**config.mk**
```make
export PLATFORM = sky130hd
export DESIGN_NAME = pia_fifo
export DESIGN_NICKNAME = d
export VERILOG_FILES = /design/src/rtl/pia_fifo.sv
export SDC_FILE = /design/constraint.sdc
export NUM_CORES = 1
export LEC_CHECK = 0
export CORE_MARGIN = 2
export CORE_UTILIZATION = 49
export CTS_BUF_LIST = sky130_fd_sc_hd__clkbuf_4 sky130_fd_sc_hd__clkbuf_8 sky130_fd_sc_hd__clkbuf_16
export CTS_CLUSTER_SIZE = 20
export DETAILED_ROUTE_END_ITERATION = 6
export PLACE_DENSITY = 0.75
export SYNTH_ARGS = -nofsm -noshare
export SYNTH_HDL_FRONTEND = slang
export SYNTH_HIERARCHICAL = 1
export SYNTH_SLANG_ARGS = --single-unit
```
**constraint.sdc**
```tcl
create_clock -name clk -period 2.18 [get_ports clk]
set_input_delay 0.436 -clock clk [delete_from_list [all_inputs] [get_ports clk]]
set_output_delay 0.436 -clock clk [all_outputs]
set_load 0.05 [all_outputs]
```
**src/rtl/pia_fifo.sv**
```systemverilog
// Keyboard/display character FIFOs behind a 4-byte CPU register window.
// Both peripheral sides use 4-phase handshakes; asynchronous handshake inputs are double-flopped.

module pia_fifo_buf #(
  parameter int DEPTH = 4,
  parameter int DW    = 7
) (
  input  logic                     clk,
  input  logic                     rst_n,
  input  logic                     push_i,
  input  logic                     pop_i,
  input  logic [DW-1:0]            din_i,
  output logic [DW-1:0]            dout_o,
  output logic [$clog2(DEPTH):0]   count_o,
  output logic                     full_o,
  output logic                     empty_o
);
  localparam int AW = $clog2(DEPTH);
  localparam int CW = AW + 1;
  localparam logic [CW-1:0] FULL_CNT = CW'(DEPTH);

  logic [DW-1:0] mem_q [DEPTH];
  logic [AW-1:0] wptr_q, wptr_d;
  logic [AW-1:0] rptr_q, rptr_d;
  logic [CW-1:0] count_q, count_d;
  logic          do_push, do_pop;

  assign full_o  = (count_q == FULL_CNT);
  assign empty_o = (count_q == '0);
  assign count_o = count_q;
  assign dout_o  = mem_q[rptr_q];

  // Push on full and pop on empty are silently ignored.
  assign do_push = push_i & ~full_o;
  assign do_pop  = pop_i & ~empty_o;

  always_comb begin
    wptr_d  = wptr_q;
    rptr_d  = rptr_q;
    count_d = count_q;
    if (do_push) wptr_d = wptr_q + 1'b1;
    if (do_pop)  rptr_d = rptr_q + 1'b1;
    case ({do_push, do_pop})
      2'b10:   count_d = count_q + 1'b1;
      2'b01:   count_d = count_q - 1'b1;
      default: count_d = count_q;
    endcase
  end

  always_ff @(posedge clk or negedge rst_n) begin
    if (!rst_n) begin
      wptr_q  <= '0;
      rptr_q  <= '0;
      count_q <= '0;
    end else begin
      wptr_q  <= wptr_d;
      rptr_q  <= rptr_d;
      count_q <= count_d;
    end
  end

  always_ff @(posedge clk) begin
    if (do_push) mem_q[wptr_q] <= din_i;
  end
endmodule

// State table
//   K_IDLE | waiting for kbd_rdy with room in KFIFO
//   K_ACK  | character taken, kbd_ack high until kbd_rdy drops
//   D_IDLE | waiting for a queued character and dsp_ack low
//   D_REQ  | dsp_rdy high, dsp_data holds the head character
//   D_WAIT | character consumed, waiting for dsp_ack to drop
module pia_fifo #(
  parameter logic [15:0] BASE_ADDR = 16'hD010,
  parameter int          DEPTH     = 4,
  parameter int          DW        = 7
) (
  input  logic          clk,
  input  logic          reset,
  input  logic [15:0]   AB,
  input  logic          WE,
  input  logic [7:0]    DI,
  output logic [7:0]    DO,
  output logic          irq,
  input  logic          kbd_rdy,
  output logic          kbd_ack,
  input  logic [DW-1:0] kbd_data,
  output logic          dsp_rdy,
  input  logic          dsp_ack,
  output logic [DW-1:0] dsp_data
);
  localparam int CW = $clog2(DEPTH) + 1;

  typedef enum logic {K_IDLE, K_ACK} kstate_e;
  typedef enum logic [1:0] {D_IDLE, D_REQ, D_WAIT} dstate_e;

  kstate_e       kstate_q, kstate_d;
  dstate_e       dstate_q, dstate_d;
  logic          kbd_rdy_s1_q, kbd_rdy_s2_q;
  logic          dsp_ack_s1_q, dsp_ack_s2_q;
  logic [7:0]    do_q, do_d;
  logic          ovf_q, ovf_d;
  logic          ien_q, ien_d;
  logic [DW-1:0] dsp_data_q, dsp_data_d;

  logic [15:0]   win_off;
  logic          in_win, cpu_rd, cpu_wr;
  logic [1:0]    sel;
  logic [7:0]    rd_data, ctl_byte;
  logic [6:0]    k_head7, d_count7;

  logic          k_push, k_pop, k_full, k_empty;
  logic [DW-1:0] k_head;
  logic [CW-1:0] k_count;
  logic          d_push, d_pop, d_full, d_empty;
  logic [DW-1:0] d_head;
  logic [CW-1:0] d_count;
  logic          unused_di;

  assign unused_di = ^DI[7:DW];

  // Unsigned offset makes addresses below the base wrap far outside the window.
  assign win_off = AB - BASE_ADDR;
  assign in_win  = (win_off < 16'd4);
  assign sel     = win_off[1:0];
  assign cpu_rd  = in_win & ~WE;
  assign cpu_wr  = in_win & WE;

  pia_fifo_buf #(.DEPTH(DEPTH), .DW(DW)) u_kfifo (
    .clk     (clk),
    .rst_n   (reset),
    .push_i  (k_push),
    .pop_i   (k_pop),
    .din_i   (kbd_data),
    .dout_o  (k_head),
    .count_o (k_count),
    .full_o  (k_full),
    .empty_o (k_empty)
  );

  pia_fifo_buf #(.DEPTH(DEPTH), .DW(DW)) u_dfifo (
    .clk     (clk),
    .rst_n   (reset),
    .push_i  (d_push),
    .pop_i   (d_pop),
    .din_i   (DI[DW-1:0]),
    .dout_o  (d_head),
    .count_o (d_count),
    .full_o  (d_full),
    .empty_o (d_empty)
  );

  always_comb begin
    k_head7             = '0;
    k_head7[DW-1:0]     = k_head;
    d_count7            = '0;
    d_count7[CW-1:0]    = d_count;
    ctl_byte            = {~k_empty, 4'b0000, ovf_q, ien_q, k_full};
    case (sel)
      2'd0:    rd_data = k_empty ? 8'h00 : {1'b1, k_head7};
      2'd2:    rd_data = {d_full, d_count7};
      default: rd_data = ctl_byte;
    endcase
  end

  assign do_d   = cpu_rd ? rd_data : 8'h00;
  assign k_pop  = cpu_rd & (sel == 2'd0) & ~k_empty;
  assign d_push = cpu_wr & (sel == 2'd2);

  always_comb begin
    ovf_d = ovf_q;
    ien_d = ien_q;
    if (d_push && d_full)                ovf_d = 1'b1;
    else if (cpu_rd && (sel == 2'd1))    ovf_d = 1'b0;
    if (cpu_wr && (sel == 2'd3))         ien_d = DI[0];
  end

  always_comb begin
    kstate_d = kstate_q;
    k_push   = 1'b0;
    case (kstate_q)
      K_IDLE: if (kbd_rdy_s2_q && !k_full) begin
        kstate_d = K_ACK;
        k_push   = 1'b1;
      end
      K_ACK:  if (!kbd_rdy_s2_q) kstate_d = K_IDLE;
      default: kstate_d = K_IDLE;
    endcase
  end

  always_comb begin
    dstate_d   = dstate_q;
    dsp_data_d = dsp_data_q;
    d_pop      = 1'b0;
    case (dstate_q)
      D_IDLE: if (!d_empty && !dsp_ack_s2_q) begin
        dstate_d   = D_REQ;
        dsp_data_d = d_head;
      end
      D_REQ:  if (dsp_ack_s2_q) begin
        dstate_d = D_WAIT;
        d_pop    = 1'b1;
      end
      D_WAIT: if (!dsp_ack_s2_q) dstate_d = D_IDLE;
      default: dstate_d = D_IDLE;
    endcase
  end

  always_ff @(posedge clk or negedge reset) begin
    if (!reset) begin
      kbd_rdy_s1_q <= 1'b0;
      kbd_rdy_s2_q <= 1'b0;
      dsp_ack_s1_q <= 1'b0;
      dsp_ack_s2_q <= 1'b0;
      kstate_q     <= K_IDLE;
      dstate_q     <= D_IDLE;
      do_q         <= 8'h00;
      ovf_q        <= 1'b0;
      ien_q        <= 1'b0;
      dsp_data_q   <= '0;
    end else begin
      kbd_rdy_s1_q <= kbd_rdy;
      kbd_rdy_s2_q <= kbd_rdy_s1_q;
      dsp_ack_s1_q <= dsp_ack;
      dsp_ack_s2_q <= dsp_ack_s1_q;
      kstate_q     <= kstate_d;
      dstate_q     <= dstate_d;
      do_q         <= do_d;
      ovf_q        <= ovf_d;
      ien_q        <= ien_d;
      dsp_data_q   <= dsp_data_d;
    end
  end

  assign DO       = do_q;
  assign irq      = ien_q & ~k_empty;
  assign kbd_ack  = (kstate_q == K_ACK);
  assign dsp_rdy  = (dstate_q == D_REQ);
  assign dsp_data = dsp_data_q;
endmodule

```
==> flow_metrics.py, run 1 <==
metrics = {
    "grt": {
        "antenna_found_initial": 0,
        "grt_use_total": 0.171,
        "grt_first_pass_wirelength_um": 11100,
        "grt_max_degree": 17,
        "grt_pass1_vias": 2318,
        "overflow": 0,
    },
    "run": {
        "maxCapViolations": 0,
    },
    "drt": {
        "post-route-drc-count": 0,
        "routedWlPerCell_um": 16.6,
        "num_vias": 2155,
        "drtIter0Drc": 92,
        "drt_first_pass_iters": 4,
        "routed_wl_um": 6870,
        "vias_per_cell": 5.21,
        "postRouteAntennaNets": 0,
    },
    "setup_path": {
        "worstSetupPathType": "in -> reg",
        "cp_max_fo": 3,
        "worstPathRequired_ps": 2470,
        "cp-start-kind": "input pin",
        "arrival_ps": 2440,
        "critPathCaptureType": "flop",
        "r2r_setup_slack_ps": 70,
    },
    "place": {
        "placed_area_sq_um": 4710,
        "place_inst": 393,
        "gp_congestion": 0.803,
        "dp_slack_ps": -639,
        "place_hpwl_um": 4900,
        "portBuffers": 52,
    },
    "synthesis": {
        "async_reset_ff_frac": 0.404,
        "synth_cell_types": 34,
        "synth_warnings": 6,
        "synth_top_area_share": 0.427,
        "yosys.area.top_type": "edfxtp_1",
        "syn_inst": 225,
        "synthTopCellsByArea": "edfxtp_1 43%, dfrtp_1 24%, mux4_2 8.0%, ha_1 3.2%, mux2_2 2.3%",
        "avgSynthCellArea_sq_um": 17.5,
        "syn-cell-area_sq_um": 3930,
        "seq_area_frac_synth": 0.669,
        "synth_edf_count": 56,
        "synthFlopType": "edfxtp_1",
        "ys_ff_latch": 94,
        "synth_fp_nets": 273,
    },
    "final_layout": {
        "final_layout_size_suffix_gt1_frac": 0.333,
        "synthToLayoutAreaGrowth_pct": 24.8,
        "design_area_sq_um": 4910,
        "insertedDiodeCount": 0,
        "instances_no_fill": 414,
        "nNetsFinal": 355,
        "final_core_util": 0.632,
    },
    "clocking": {
        "numClockSinks": 94,
        "cts_tree": "yes",
        "clk_pin_slew_worst_paths_ps": 90,
        "cts_root_buffer": "clkbuf_8",
        "clk_latency_ps": 360,
        "htreeDepth": 3,
        "numCtsBuffers": 9,
        "clockBufferDepth": 2,
    },
    "floorplan": {
        "core_sq_um": 7770,
        "initial_core_util": 0.506,
        "fp.dieW_um": 93.6,
        "rows": 32,
        "die_area_sq_um": 8760,
        "boundaryPins": 54,
        "dieHeight_um": 93.6,
    },
    "sta": {
        "setup_viol": 0,
        "final-hold-violation-count": 0,
        "finClkSkew_ps": 14.5,
        "setup_tns_ps": 0,
        "clock.fmax_mhz": 465,
        "fin_crit_ps": 2150,
        "setup_ws_ps": 27.8,
        "hold_slack_ps": 364,
        "final_max_slew_viol_count": 0,
        "max_slew.worst_pin.slew_ps": 563,
        "relSlewSlack": 0.622,
        "rsz0062_at_grt": "true",
        "fin_crit_sh": 0.987,
    },
    "hold_path": {
        "hold_class": "reg -> reg",
    },
    "power": {
        "vdd_drop_max_v": 0.000391,
        "leakage_nw": 1.91,
        "total_power_mw": 4.89,
        "p_per_area_nw_per_um2": 995,
    },
    "status": {
        "outcome": "finished clean",
    },
}
-- power breakdown --
part	total (mW)	internal [mW]	leakage (nW)	switching (mW)
Sequential	2.38	2.14	0.976	0.243
Combinational	1.35	0.662	0.840	0.692
Clock	1.15	0.549	0.0967	0.602
-- Yosys cell counts, drive strengths merged (3+ instances only) --
cell and n:
mux2 10, xnor2 6, buf 3, nor3 7, edfxtp 56, and2 12, dfrtp 38, a221oi 3
mux4 14, nand2 5, inv 16, xor2 6, nor2 10, nor3b 4, ha 10, nor2b 4
-- cell usage in the layout (no fill, tap or decap), drive strengths merged, types with 2 or more instances in the layout --
master	instances
fa	2
mux4	14
mux2	10
xor2	6
clkdlybuf4s50	33
mux2i	2
nor2b	4
a211oi	2
edfxtp	56
nor2	10
and2	12
dfrtp	38
inv	18
dlygate4sd2	3
a221oi	3
buf	37
clkinvlp	2
o31a	2
clkbuf	10
nor3	7
nor3b	4
nand4	2
o31ai	2
xnor2	6
nor4b	2
ha	10
nor4	2
nand2	5
-- state kept, by name (all words and copies together) (netlist names), 3 cells and up --
signal	flops
dsp_data	7
u_dfifo/mem_q	28
u_kfifo/count_o	3
u_dfifo/count_o	3
u_kfifo/mem_q	28
DO	8
-- cell type report --
class | count | area, sq um
clock buffer | 10 | 131
clock inverter | 6 | 67.6
fill | 583 | 2860
inverter | 16 | 60.1
multi-input combinational | 110 | 1240
sequential | 94 | 2640
tap | 102 | 128
timing repair buffer | 76 | 649
-- logic make-up (layout without fill, tap and decap cells) --
group | Yosys count | count (layout) | share of synthesized area
flip-flops | 94 | 94 | 0.669
multiplexers | 26 | 26 | 0.116
adder cells (fa/ha/maj) | 12 | 12 | 0.0420
AO/OA/AOI/OAI | 11 | 11 | 0.0232
buffers and inverters | 21 | 108 | 0.0216
XOR/XNOR | 12 | 12 | 0.0267
AND/OR/NAND/NOR | 49 | 49 | 0.101
-- per-layer routing --
| layer | up-vias | global-route usage | share of wire |
|---|---|---|---|
| li1 | 994 | - | - |
| met2 | 47 | 0.284 | 0.50 |
| met3 | 10 | 0.0443 | 0.047 |
| met5 | - | 0 | 0 |
| met4 | 0 | 0.0700 | 0.018 |
| met1 | 1104 | 0.216 | 0.43 |
-- worst paths after layout --
check / from / to / cells past startpoint
setup / recovery: AB[1] / u_kfifo/count_o[2] / 9
hold / removal: kbd_rdy_s1_q / kbd_rdy_s2_q / 0
setup reg to reg: u_kfifo/count_o[2] / u_kfifo/count_o[2] / 9
hold reg to reg: kbd_rdy_s1_q / kbd_rdy_s2_q / 0
max in group asynchronous: reset / dsp_data[5] / 3
min in group asynchronous: reset / dstate_q[1] / 2
-- worst max-delay path: stages --
cell	delay, ps
clkdlybuf4s50_1	490
nor4_4	310
o31a_2	220
ha_4	140
inv_2	40
fa_2	370
xor2_1	170
nor2_1	120
xor2_1	150
-- repair_timing --
action / CTS / global route
setup buffers: 2 / 2
endpoints found under the hold margin: 12 / 0
hold buffers: 1 / 0
endpoints found under the setup margin: 4 / 3
pin swaps: 10 / 4
gates resized for setup: 49 / 4
No activity file was read; power rests on OpenSTA's default activity.
==> run 2, diff against run 1 <==
--- a/config.mk
+++ b/config.mk
@@ -6,11 +6,11 @@
 export NUM_CORES = 1
 export LEC_CHECK = 0
 export CORE_MARGIN = 2
-export CORE_UTILIZATION = 49
+export CORE_UTILIZATION = 58
 export CTS_BUF_LIST = sky130_fd_sc_hd__clkbuf_4 sky130_fd_sc_hd__clkbuf_8 sky130_fd_sc_hd__clkbuf_16
 export CTS_CLUSTER_SIZE = 20
 export DETAILED_ROUTE_END_ITERATION = 6
-export PLACE_DENSITY = 0.75
+export PLACE_DENSITY_LB_ADDON = 0.1
 export SYNTH_ARGS = -nofsm -noshare
 export SYNTH_HDL_FRONTEND = slang
 export SYNTH_HIERARCHICAL = 1
==> constraint.sdc (replaced) <==
create_clock -name clk -period 2.75 [get_ports clk]
set_input_delay 0.55 -clock clk [delete_from_list [all_inputs] [get_ports clk]]
set_output_delay 0.55 -clock clk [all_outputs]
set_load 0.05 [all_outputs]
==> flow_metrics.py, run 2 (synthesis gave the netlist of run 1 again) <==
metrics = {
    "clocking": {
        "cts_root_buffer": "clkbuf_8",
        "htreeDepth": 3,
        "clockBufferDepth": 2,
        "numCtsBuffers": 9,
        "ctsHoldBuffers": 0,
        "cts_tree": "yes",
        "clk_latency_ps": 350,
        "clk_pin_slew_worst_paths_ps": 100,
        "numClockSinks": 94,
    },
    "setup_path": {
        "slowest_delay_ps": 440,
        "arrival_ps": 2920,
        "cp-start-kind": "input pin",
        "slowest_stage": "clkdlybuf4s50_1",
        "r2r_start": "u_kfifo/count_o[0]",
        "worstPathRequired_ps": 3030,
        "rr_worst_depth": 10,
        "crit_chain": "clkdlybuf4s50_1 > nor4b_4 > nand4_4 > nor4_4 > o31a_2 > ha_2 > inv_1 > fa_2 > xor2_1 > nor2_1 > xor2_1",
        "cp_max_fo": 2,
        "crit_start": "AB[13]",
        "critPathCaptureType": "flop",
        "timing.critical_path.mode_cell": "xor2_1",
        "r2r_setup_slack_ps": 610,
        "r2r-end": "u_kfifo/count_o[2]",
        "worstSetupPathType": "in -> reg",
    },
    "final_layout": {
        "nNetsFinal": 346,
        "final_cell_mix": "56 x edfxtp_1, 46 x clkdlybuf4s50_1, 38 x dfrtp_1",
        "final_common_cell": "edfxtp_1",
        "insertedDiodeCount": 0,
        "final_layout_size_suffix_gt1_frac": 0.254,
        "synthToLayoutAreaGrowth_pct": 23.9,
        "nFillCells": 438,
    },
    "status": {
        "outcome": "finished clean",
    },
    "floorplan": {
        "dieHeight_um": 86.4,
        "rows": 30,
        "initial_core_util": 0.589,
        "boundaryPins": 54,
        "die_area_sq_um": 7460,
        "core_sq_um": 6680,
        "fp.dieW_um": 86.4,
    },
    "drt": {
        "vias_per_cell": 5.51,
        "routed_wl_um": 6350,
        "drtIter0Drc": 72,
        "routedWlPerCell_um": 16.6,
        "drt_first_pass_iters": 4,
        "postRouteAntennaNets": 0,
        "post-route-drc-count": 0,
        "num_vias": 2109,
    },
    "grt": {
        "grt_max_degree": 39,
        "grt_pass1_vias": 2116,
        "grt_use_total": 0.180,
        "grt_first_pass_wirelength_um": 10100,
        "antenna_found_initial": 0,
        "overflow": 0,
    },
    "power": {
        "leakage_nw": 1.91,
        "vdd_drop_max_v": 0.000495,
        "p_per_area_nw_per_um2": 800,
    },
    "sta": {
        "final_max_slew_viol_count": 0,
        "setup_viol": 0,
        "final-hold-violation-count": 0,
        "setup_ws_ps": 110,
        "fin_crit_ps": 2640,
        "clock.fmax_mhz": 379,
        "finClkSkew_ps": 12.7,
        "setup_tns_ps": 0,
        "max_slew.worst_pin.slew_ps": 868,
        "fin_crit_sh": 0.960,
        "relSlewSlack": 0.421,
    },
    "place": {
        "portBuffers": 52,
        "gp_congestion": 0.740,
        "dp_slack_ps": -251,
        "place_hpwl_um": 4400,
    },
    "hold_path": {
        "hold_class": "in -> async",
    },
    "run": {
        "maxCapViolations": 0,
    },
}
## run 2: cell types whose count changed in the layout (fill, tap and decap cells not counted), moves of 3 or more
| cell | previous run | this run |
|---|---|---|
| buf_2 | 10 | 1 |
| buf_4 | 25 | 15 |
| clkdlybuf4s50_1 | 33 | 46 |
| dlygate4sd2_1 | 3 | 0 |
| dlymetal6s2s_1 | 1 | 5 |
## run 2: power breakdown
part	switching [mW]	total [mW]	internal, mW
registers	0.214	1.91	1.69
clock network	0.472	0.988	0.516
logic	0.515	1.00	0.488
total	1.20	3.90	2.70
## run 2: worst max-delay path: cells and delay by family
family	cells	cell delay (ps)
AO/OA/AOI/OAI	1	200
XOR/XNOR	2	280
adder cells (fa/ha/maj)	2	500
buffers and inverters	2	490
AND/OR/NAND/NOR	4	880
## run 2: cell type report
| class | count | area, sq um | area share |
|---|---|---|---|
| inverter | 16 | 60.1 | 0.0123 |
| sequential | 94 | 2630 | 0.540 |
| clock buffer | 9 | 124 | 0.0254 |
| timing repair buffer | 67 | 641 | 0.131 |
| clock inverter | 7 | 95.1 | 0.0195 |
| tap | 80 | 100 | 0.0205 |
| multi-input combinational | 110 | 1220 | 0.251 |
## run 2: how the worst max path moves through the flow
stage	depth (start not counted)	to	slack, ps
final	11	u_kfifo/count_o[2]	110
after global placement	11	u_kfifo/count_o[2]	-200
after floorplan	10	u_dfifo/count_o[2]	160
after CTS	11	u_kfifo/count_o[2]	120
after global routing	11	u_kfifo/count_o[2]	-0.4
after detailed placement	11	u_kfifo/count_o[2]	-250
## run 2: per-layer routing
| metal | up-vias | global-route usage | wire length, um |
|---|---|---|---|
| met5 | - | 0 | 0 |
| met4 | 0 | 0.0497 | 90 |
| met1 | 1066 | 0.250 | 2910 |
| li1 | 977 | - | - |
| met3 | 11 | 0.0486 | 288 |
| met2 | 55 | 0.286 | 3060 |
## run 2: through the flow
step | std cells | power (mW) | instance area, sq um | hold slack (ps) | utilization
6_report | 383 | 3.90 | 4870 | 299 | 0.729
4_1_cts | 381 | 3.94 | 4840 | 324 | 0.725
3_5_place_dp | 365 | 2.94 | 4620 | 339 | 0.692
5_1_grt | 383 | 4.09 | 4870 | 367 | 0.729
2_1_floorplan | 225 | 2.61 | 3930 | 254 | -
3_3_place_gp | 365 | 2.92 | 4620 | 335 | 0.692
## run 2: repair_timing
item / CTS / global route
resized for setup: 0 / 7
buffers inserted: 0 / 2
setup endpoints to repair: 0 / 1
